[src/rtl/contador_ad_param.sv]
// Up/down BCD-displayable counter stepped by key-scan codes, with a dynamic upper
// bound, load, wrap/saturate limit handling and overflow/underflow pulses.
module contador_ad_param #(
  parameter int          N          = 7,
  parameter int          MIN        = 1,
  parameter int          MAX        = 99,
  parameter int          PASO       = 1,
  parameter int          WRAP       = 1,
  parameter logic [1:0]  EN_VAL     = 2'd2,
  parameter logic [7:0]  ESTADO_VAL = 8'h7D,
  parameter logic [7:0]  COD_UP     = 8'h73,
  parameter logic [7:0]  COD_DN     = 8'h72
) (
  input  logic         clk,
  input  logic         rst,
  input  logic [7:0]   estado,
  input  logic [1:0]   en,
  input  logic [7:0]   Cambio,
  input  logic         got_data,
  input  logic [N-1:0] limite_max,
  input  logic         carga,
  input  logic [N-1:0] valor_carga,
  output logic [N-1:0] Cuenta,
  output logic         desborde,
  output logic         subdesborde,
  output logic [3:0]   decenas,
  output logic [3:0]   unidades
);

  localparam int         W       = N + 1;
  localparam logic [W-1:0] MIN_W  = W'(MIN);
  localparam logic [W-1:0] MAX_W  = W'(MAX);
  localparam logic [W-1:0] PASO_W = W'(PASO);
  localparam logic [3:0] MIN_DEC = 4'(MIN / 10);
  localparam logic [3:0] MIN_UNI = 4'(MIN % 10);

  logic [N-1:0] cuenta_q;
  logic [W-1:0] cuenta_d;
  logic         ovf_q, ovf_d, unf_q, unf_d;
  logic         gd_q, arm_q;
  logic [3:0]   dec_q, uni_q, dec_d, uni_d;

  logic [W-1:0] lim, lm_w, cur, base, ld, up_sum;
  logic [7:0]   c8;
  logic         pulso, step;

  // arm_q blocks a step until got_data has been seen low after reset, so a
  // level already high at reset release never counts as a rising edge.
  assign pulso = got_data & ~gd_q & arm_q;
  assign step  = (en == EN_VAL) && (estado == ESTADO_VAL) && pulso &&
                 ((Cambio == COD_UP) || (Cambio == COD_DN));

  always_comb begin
    lm_w = {1'b0, limite_max};
    if (lm_w == '0 || lm_w > MAX_W) lim = MAX_W;
    else                            lim = lm_w;
    if (lim < MIN_W) lim = MIN_W;

    cur  = {1'b0, cuenta_q};
    base = cur;
    if (base > lim)   base = lim;
    if (base < MIN_W) base = MIN_W;

    ld = {1'b0, valor_carga};
    if (ld > lim)   ld = lim;
    if (ld < MIN_W) ld = MIN_W;

    up_sum = base + PASO_W;

    cuenta_d = cur;
    ovf_d    = 1'b0;
    unf_d    = 1'b0;
    if (carga) begin
      cuenta_d = ld;
    end else if (step) begin
      if (Cambio == COD_UP) begin
        if (up_sum <= lim) cuenta_d = up_sum;
        else begin
          cuenta_d = (WRAP != 0) ? MIN_W : lim;
          ovf_d    = 1'b1;
        end
      end else begin
        if (base >= MIN_W + PASO_W) cuenta_d = base - PASO_W;
        else begin
          cuenta_d = (WRAP != 0) ? lim : MIN_W;
          unf_d    = 1'b1;
        end
      end
    end else if (cur > lim) begin
      cuenta_d = lim;
    end
  end

  // Count never exceeds 99, so an 8-bit view is enough for the BCD split.
  assign c8    = 8'(cuenta_q);
  assign dec_d = 4'(c8 / 8'd10);
  assign uni_d = 4'(c8 % 8'd10);

  always_ff @(posedge clk or posedge rst) begin
    if (rst) begin
      cuenta_q <= N'(MIN);
      ovf_q    <= 1'b0;
      unf_q    <= 1'b0;
      gd_q     <= 1'b0;
      arm_q    <= 1'b0;
      dec_q    <= MIN_DEC;
      uni_q    <= MIN_UNI;
    end else begin
      cuenta_q <= cuenta_d[N-1:0];
      ovf_q    <= ovf_d;
      unf_q    <= unf_d;
      gd_q     <= got_data;
      arm_q    <= arm_q | ~got_data;
      dec_q    <= dec_d;
      uni_q    <= uni_d;
    end
  end

  assign Cuenta      = cuenta_q;
  assign desborde    = ovf_q;
  assign subdesborde = unf_q;
  assign decenas     = dec_q;
  assign unidades    = uni_q;

endmodule

[config.mk]
export PLATFORM = sky130hd
export DESIGN_NAME = contador_ad_param
export DESIGN_NICKNAME = d
export VERILOG_FILES = /design/src/rtl/contador_ad_param.sv
export SDC_FILE = /design/constraint.sdc
export NUM_CORES = 1
export LEC_CHECK = 0
export CORE_UTILIZATION = 56
export CTS_BUF_LIST = sky130_fd_sc_hd__clkbuf_4 sky130_fd_sc_hd__clkbuf_8 sky130_fd_sc_hd__clkbuf_16
export CTS_CLUSTER_SIZE = 20
export DETAILED_ROUTE_END_ITERATION = 16
export PLACE_DENSITY = 0.87
export SYNTH_ARGS = -nofsm -noshare
export SYNTH_HDL_FRONTEND = slang
export SYNTH_SLANG_ARGS = --single-unit
[constraint.sdc]
create_clock -name clk -period 12.25 [get_ports clk]
set_input_delay 3.675 -clock clk [delete_from_list [all_inputs] [get_ports clk]]
set_output_delay 3.675 -clock clk [all_outputs]
set_load 0.02 [all_outputs]
==> impl_metrics.toml, run 1 <==
[floorplanning]
die-height_um = 67.94
io_pins = 53
start_util = 0.5958
rows = 23
die-area_mm2 = 0.004616
die_w_um = 67.94
core_mm2 = 0.004086

[global_routing]
grt_pass1_wl_um = 10740
grt_pass1_vias = 2241
grt_usage = 0.3065
antenna_found_initial = 0
grt-busiest-layer = "met2"
grtUsageMet2 = 0.5172
grtUsageMet1 = 0.4170
grtUsageMet3 = 0.02000
grt_max_degree = 33
grt-ovfl-total = 0

[timing]
max_freq_mhz = 104.4
final_hold_viol_count = 0
final-setup-viol-count = 0
min_period_ns = 9.575
tightestPinTransition_ns = 0.9024
tns_ns = 0
rsz0062_at_grt = "false"
clock_skew_ns = 0.007826
maxSlewViolCount = 0
slew_headroom = 0.3948
min_period_over_period = 0.7816

[yosys]
syn-mean-instance-area_um2 = 8.009
async_flop_share = 1.000
yosysWarnings = 0
synth_edf_count = 0
ys_seq_area_frac = 0.1963
synth_area_mm2 = 0.002435
syn-num-nets = 365
ys.flop_type = "dfrtp_1"
postSynthCellCount = 304
ys_types = 69
ys_seq_elements = 19

[clock_network]
cts.hold.buffers_added = 0
cts_sinks = 19
cts_root_buf = "clkbuf_8"
cts_buffers = 3
cts_setup_buffers = 0
post_cts_resized = 0
cts_tree = "built"
cts.path.max_buffers = 2
clk_pin_slew_worst_paths_ns = 0.07
htree_num_levels = 1
clock_latency_ns = 0.25

[final_layout]
mostFrequentLayoutCell = "clkdlybuf4s50_1"
final_cell_area_mm2 = 0.002962
final_cell_mix = "clkdlybuf4s50_1, nand2_1, nor2_1, a21oi_1, ha_1"
n_antenna_cell = 0
final_nets = 405
drive_above_1_share = 0.06706
nFillCells = 336
area_growth_pct = 21.63

[detailed_routing]
finalWirelength_um = 6841
drtIter0Drc = 187
firstDrtPassIters = 4
drcViolationCount = 0
vias = 2516
postRouteAntennaNets = 0
viasPerCell = 6.402
drt-wirelength-per-cell_um = 17.41

[pwr]
comb_power_share = 0.659
p_switching_uw = 210.2
internal_power_uw = 242.0
power_leakage_nw = 1.205
p_per_area_mw_per_mm2 = 152.7
irDropWorstVdd_mv = 0.1073
seq_power_share = 0.242
p_clk_frac = 0.098
swShare = 0.4649

[placement]
place_area_mm2 = 0.002913
portBuffers = 52
hpwl_um = 5321
gp_congestion = 0.9864

[worst_setup_path]
cp_data_arrival_time_ns = 9.77
path_max_fanout = 32
required_ns = 12.45
worstSetupPathType = "primary input to flop"
cp-end-kind = "flop"
cp-start-kind = "primary input"

[worst_hold_path]
worstHoldPathType = "flop to flop"

[flow_run]
cap_violations = 0

[run_status]
status = "complete, no violations"
## flip-flops by register name, summed over array words and instances, names as in the netlist
signal / flops
arm_q: 1
subdesborde: 1
decenas: 4
unidades: 4
gd_q: 1
desborde: 1
Cuenta: 7
## final timing paths
path                                     from           to  slack (ns)  cells after the start
worst max-delay path            limite_max[4]    Cuenta[4]        2.67                     22
worst min-delay path                Cuenta[0]  unidades[0]        0.41                      0
worst max register to register      Cuenta[3]    Cuenta[4]        6.96                     19
worst min register to register      Cuenta[0]  unidades[0]        0.41                      0
max in group asynchronous                 rst        arm_q        7.96                      2
min in group asynchronous                 rst   decenas[1]        3.84                      2
## layer usage
metal / wire length [µm] / vias up
li1: - / 1201
met1: 2775 / 1159
met2: 3271 / 148
met3: 689 / 8
met4: 105 / 0
met5: 0 / -
## Yosys cell counts (3+ instances only)
master    number  share of area
nand2b_1       7          0.018
o31ai_1        4          0.012
nand3_1       17          0.035
xnor2_1       11          0.040
nand2_1       28          0.043
inv_1         12          0.018
ha_1          25           0.13
and3_1         4          0.010
nand4_1        5          0.013
or3_1          3         0.0077
o21ai_0       15          0.031
o211ai_1       4          0.012
a21oi_1       25          0.051
buf_6          3          0.014
nor2b_1        9          0.023
mux2i_1        6          0.025
clkbuf_1       4         0.0062
and4b_1        3          0.012
nor2_1        25          0.039
buf_2          6          0.012
nor3_1         5          0.010
a31oi_1        3         0.0077
dfrtp_1       17           0.17
## cell families (layout without fill, tap and decap cells)
family	count (synthesis)	count (layout)	synth area share
AO/OA/AOI/OAI	87	87	0.2528
XOR/XNOR	14	14	0.05601
adder cells (fa/ha/maj)	25	25	0.1285
buffers and inverters	29	68	0.06166
flip-flops	19	19	0.1963
multiplexers	9	9	0.04111
AND/OR/NAND/NOR	121	121	0.2636
## metrics by stage
stage               setup slack, ns  power, mW  utilization  std cells  hold slack (ns)
floorplan                     3.890     0.3162            -        304           0.3810
global placement              2.676     0.3953       0.7128        389           0.4139
detailed placement            2.459     0.4028       0.7128        389           0.4101
CTS                           2.732     0.4480       0.7247        393           0.4121
global route                  2.158     0.4855       0.7247        393           0.4144
finish                        2.675     0.4522       0.7247        393           0.4085
## area by class of cell
type                    count  area [µm²]  area share
multi-input cells         256        1807      0.6101
repair buffers             52       520.5      0.1757
flip-flops and latches     19       478.0      0.1614
well taps                  50       62.56     0.02112
clock buffers               4       48.80     0.01648
inverters                  12       45.04     0.01521
## critical path: stages
cell and delay [ns]:
clkdlybuf4s50_1 0.52, or3_1 0.49, a311oi_2 0.53, ha_1 0.34, nor2b_1 0.14, o211ai_1 0.18, a21oi_2 0.10, a21oi_4 0.68
nor2_1 0.12, a21oi_1 0.29, inv_1 0.11, ha_1 0.30, nand3_1 0.15, mux2i_1 0.12, xnor2_1 0.18, ha_1 0.31
a2111oi_0 0.40, a21oi_1 0.19, a211oi_2 0.47, nand2b_1 0.10, a211oi_1 0.24, or3_1 0.14
## power by group through the flow
stage,clock network [mW],logic (mW),registers [mW]
floorplan,0,0.204,0.112
global placement,0,0.286,0.109
detailed placement,0,0.293,0.110
CTS,0.0449,0.294,0.109
global route,0.0475,0.326,0.112
finish,0.0445,0.298,0.110
(Power assumes the default switching activity.)
==> inputs of run 2 (changes only) <==
--- a/config.mk
+++ b/config.mk
@@ -5,11 +5,11 @@
 export SDC_FILE = /design/constraint.sdc
 export NUM_CORES = 1
 export LEC_CHECK = 0
-export CORE_UTILIZATION = 56
+export CORE_UTILIZATION = 47
 export CTS_BUF_LIST = sky130_fd_sc_hd__clkbuf_4 sky130_fd_sc_hd__clkbuf_8 sky130_fd_sc_hd__clkbuf_16
 export CTS_CLUSTER_SIZE = 20
 export DETAILED_ROUTE_END_ITERATION = 16
-export PLACE_DENSITY = 0.87
+export PLACE_DENSITY = 0.78
 export SYNTH_ARGS = -nofsm -noshare
 export SYNTH_HDL_FRONTEND = slang
 export SYNTH_SLANG_ARGS = --single-unit
==> constraint.sdc (replaced) <==
create_clock -name clk -period 8.65 [get_ports clk]
set_input_delay 2.595 -clock clk [delete_from_list [all_inputs] [get_ports clk]]
set_output_delay 2.595 -clock clk [all_outputs]
set_load 0.02 [all_outputs]
==> run 2 against run 1 <==
Clock power rose by 43%. Hold slack improved by 0.0028 ns. Non-clock buffer count is 5 higher. Combinational power grew 43%. Sequential power rose by 38%. Worst setup slack lost 2.0 ns. Largest power group unchanged.
==> impl_metrics.toml, run 2 (synthesized netlist as in run 1, its figures left out) <==
[worst_setup_path]
worstSetupPathType = "primary input to flop"
r2r_setup_slack_ns = 3.90
cp-start-kind = "primary input"
cp_data_arrival_time_ns = 8.15
cp-end-kind = "flop"
path_max_fanout = 12
required_ns = 8.84

[pwr]
p_clk_frac = 0.099
comb_power_share = 0.663
seq_power_share = 0.238
swShare = 0.4589
power_leakage_nw = 1.230
irDropWorstVdd_mv = 0.1237
internal_power_uw = 346.6
p_switching_uw = 294.0
p_per_area_mw_per_mm2 = 212.1

[final_layout]
largest_reg_flops = 7
final_nets = 410
final-instance-count-excl-fill = 415
n_antenna_cell = 0
area_growth_pct = 24.05
drive_above_1_share = 0.08046
nFillCells = 451
final_cell_mix = "clkdlybuf4s50_1, nand2_1, nor2_1, a21oi_1, ha_1"
ff_latch_area_um2 = 478.0
mostFrequentLayoutCell = "clkdlybuf4s50_1"
multi_input_area_mm2 = 0.001807

[global_routing]
grt_pass1_wl_um = 11000
grt_max_degree = 22
antenna_found_initial = 0
grt_pass1_vias = 2277
grt_usage = 0.2606
grt-ovfl-total = 0

[timing]
final-setup-viol-count = 0
maxSlewViolCount = 0
tns_ns = 0
slew_headroom = 0.4345
max_freq_mhz = 125.7
min_period_over_period = 0.9199
clock_skew_ns = 0.005978
min_period_ns = 7.957
rsz0062_at_grt = "false"
final_hold_viol_count = 0
tightestPinTransition_ns = 0.8432

[detailed_routing]
postRouteAntennaNets = 0
drt-wirelength-per-cell_um = 16.43
drcViolationCount = 0
drtIter0Drc = 181
viasPerCell = 6.031
firstDrtPassIters = 4
finalWirelength_um = 6817
vias = 2503

[placement]
hpwl_um = 5383
placed_cells = 411
portBuffers = 52
gp_congestion = 1.000

[clock_network]
clock_latency_ns = 0.25
cts.path.max_buffers = 2
cts_root_buf = "clkbuf_8"
post_cts_resized = 0
cts_setup_buffers = 0
htree_num_levels = 1
cts_tree = "built"
cts_buffers = 3
cts_sinks = 19
clk_pin_slew_worst_paths_ns = 0.07
cts.hold.buffers_added = 0

[floorplanning]
core_mm2 = 0.004848
start_util = 0.5022
die-height_um = 73.98
die-area_mm2 = 0.005472
die_w_um = 73.98
rows = 25
io_pins = 53

[flow_run]
cap_violations = 0

[run_status]
status = "complete, no violations"

[worst_hold_path]
worstHoldPathType = "flop to flop"
==> run 2: cell count changes in the layout (fill, tap and decap cells not counted) <==
| cell | before | now |
|---|---|---|
| buf_4 | 0 | 5 |
==> run 2: worst paths after layout <==
check | from | end | depth (start not counted)
hold reg to reg | Cuenta[0] | unidades[0] | 0
setup / recovery | limite_max[4] | Cuenta[4] | 22
hold / removal | Cuenta[0] | unidades[0] | 0
max in group asynchronous | rst | Cuenta[4] | 2
min in group asynchronous | rst | gd_q | 2
setup reg to reg | Cuenta[3] | Cuenta[4] | 17
==> run 2: critical path: stages <==
cell             delay (ns)
clkdlybuf4s50_1        0.53
or3_1                  0.50
nand2b_4               0.20
o21bai_2               0.22
inv_1                  0.16
ha_1                   0.34
nand3_1                0.12
nor2_1                 0.12
a21oi_1                0.07
a21oi_4                0.30
o22a_1                 0.29
ha_1                   0.30
nand3_1                0.15
mux2i_1                0.27
xnor2_1                0.15
ha_1                   0.28
a2111oi_0              0.44
a21oi_1                0.21
a211oi_2               0.46
nand2b_1               0.10
a211oi_1               0.22
or3_1                  0.14
==> run 2: area by class of cell <==
cell class,instances,area share
repair buffers,57,0.1848
clock buffers,4,0.01616
flip-flops and latches,19,0.1582
inverters,12,0.01491
multi-input cells,256,0.5982
well taps,67,0.02775
==> run 2: metrics by stage <==
step                      worst slack, ns  cell area (µm²)  power, mW  utilization  hold slack, ns
after floorplan                     1.370             2435     0.4478            -          0.3810
after global placement             0.6858             2972     0.5632       0.6129          0.4039
after detailed placement           0.5148             2972     0.5730       0.6129          0.3984
after CTS                          0.7663             3020     0.6366       0.6230          0.4082
after global routing               0.2629             3020     0.6921       0.6230          0.4169
final                              0.6931             3020     0.6405       0.6230          0.4112
==> run 2: routing by layer <==
layer | part of all wire | track usage
met5 | 0 | 0
met4 | 0.028 | 0.1068
met3 | 0.076 | 0.03252
met2 | 0.48 | 0.4444
met1 | 0.42 | 0.3325
==> run 2: power by group through the flow <==
stage / clock network [mW] / logic (mW) / registers (mW)
floorplan: 0 / 0.289 / 0.159
global placement: 0 / 0.410 / 0.153
detailed placement: 0 / 0.419 / 0.154
CTS: 0.0640 / 0.420 / 0.152
global route: 0.0673 / 0.469 / 0.156
finish: 0.0635 / 0.425 / 0.152
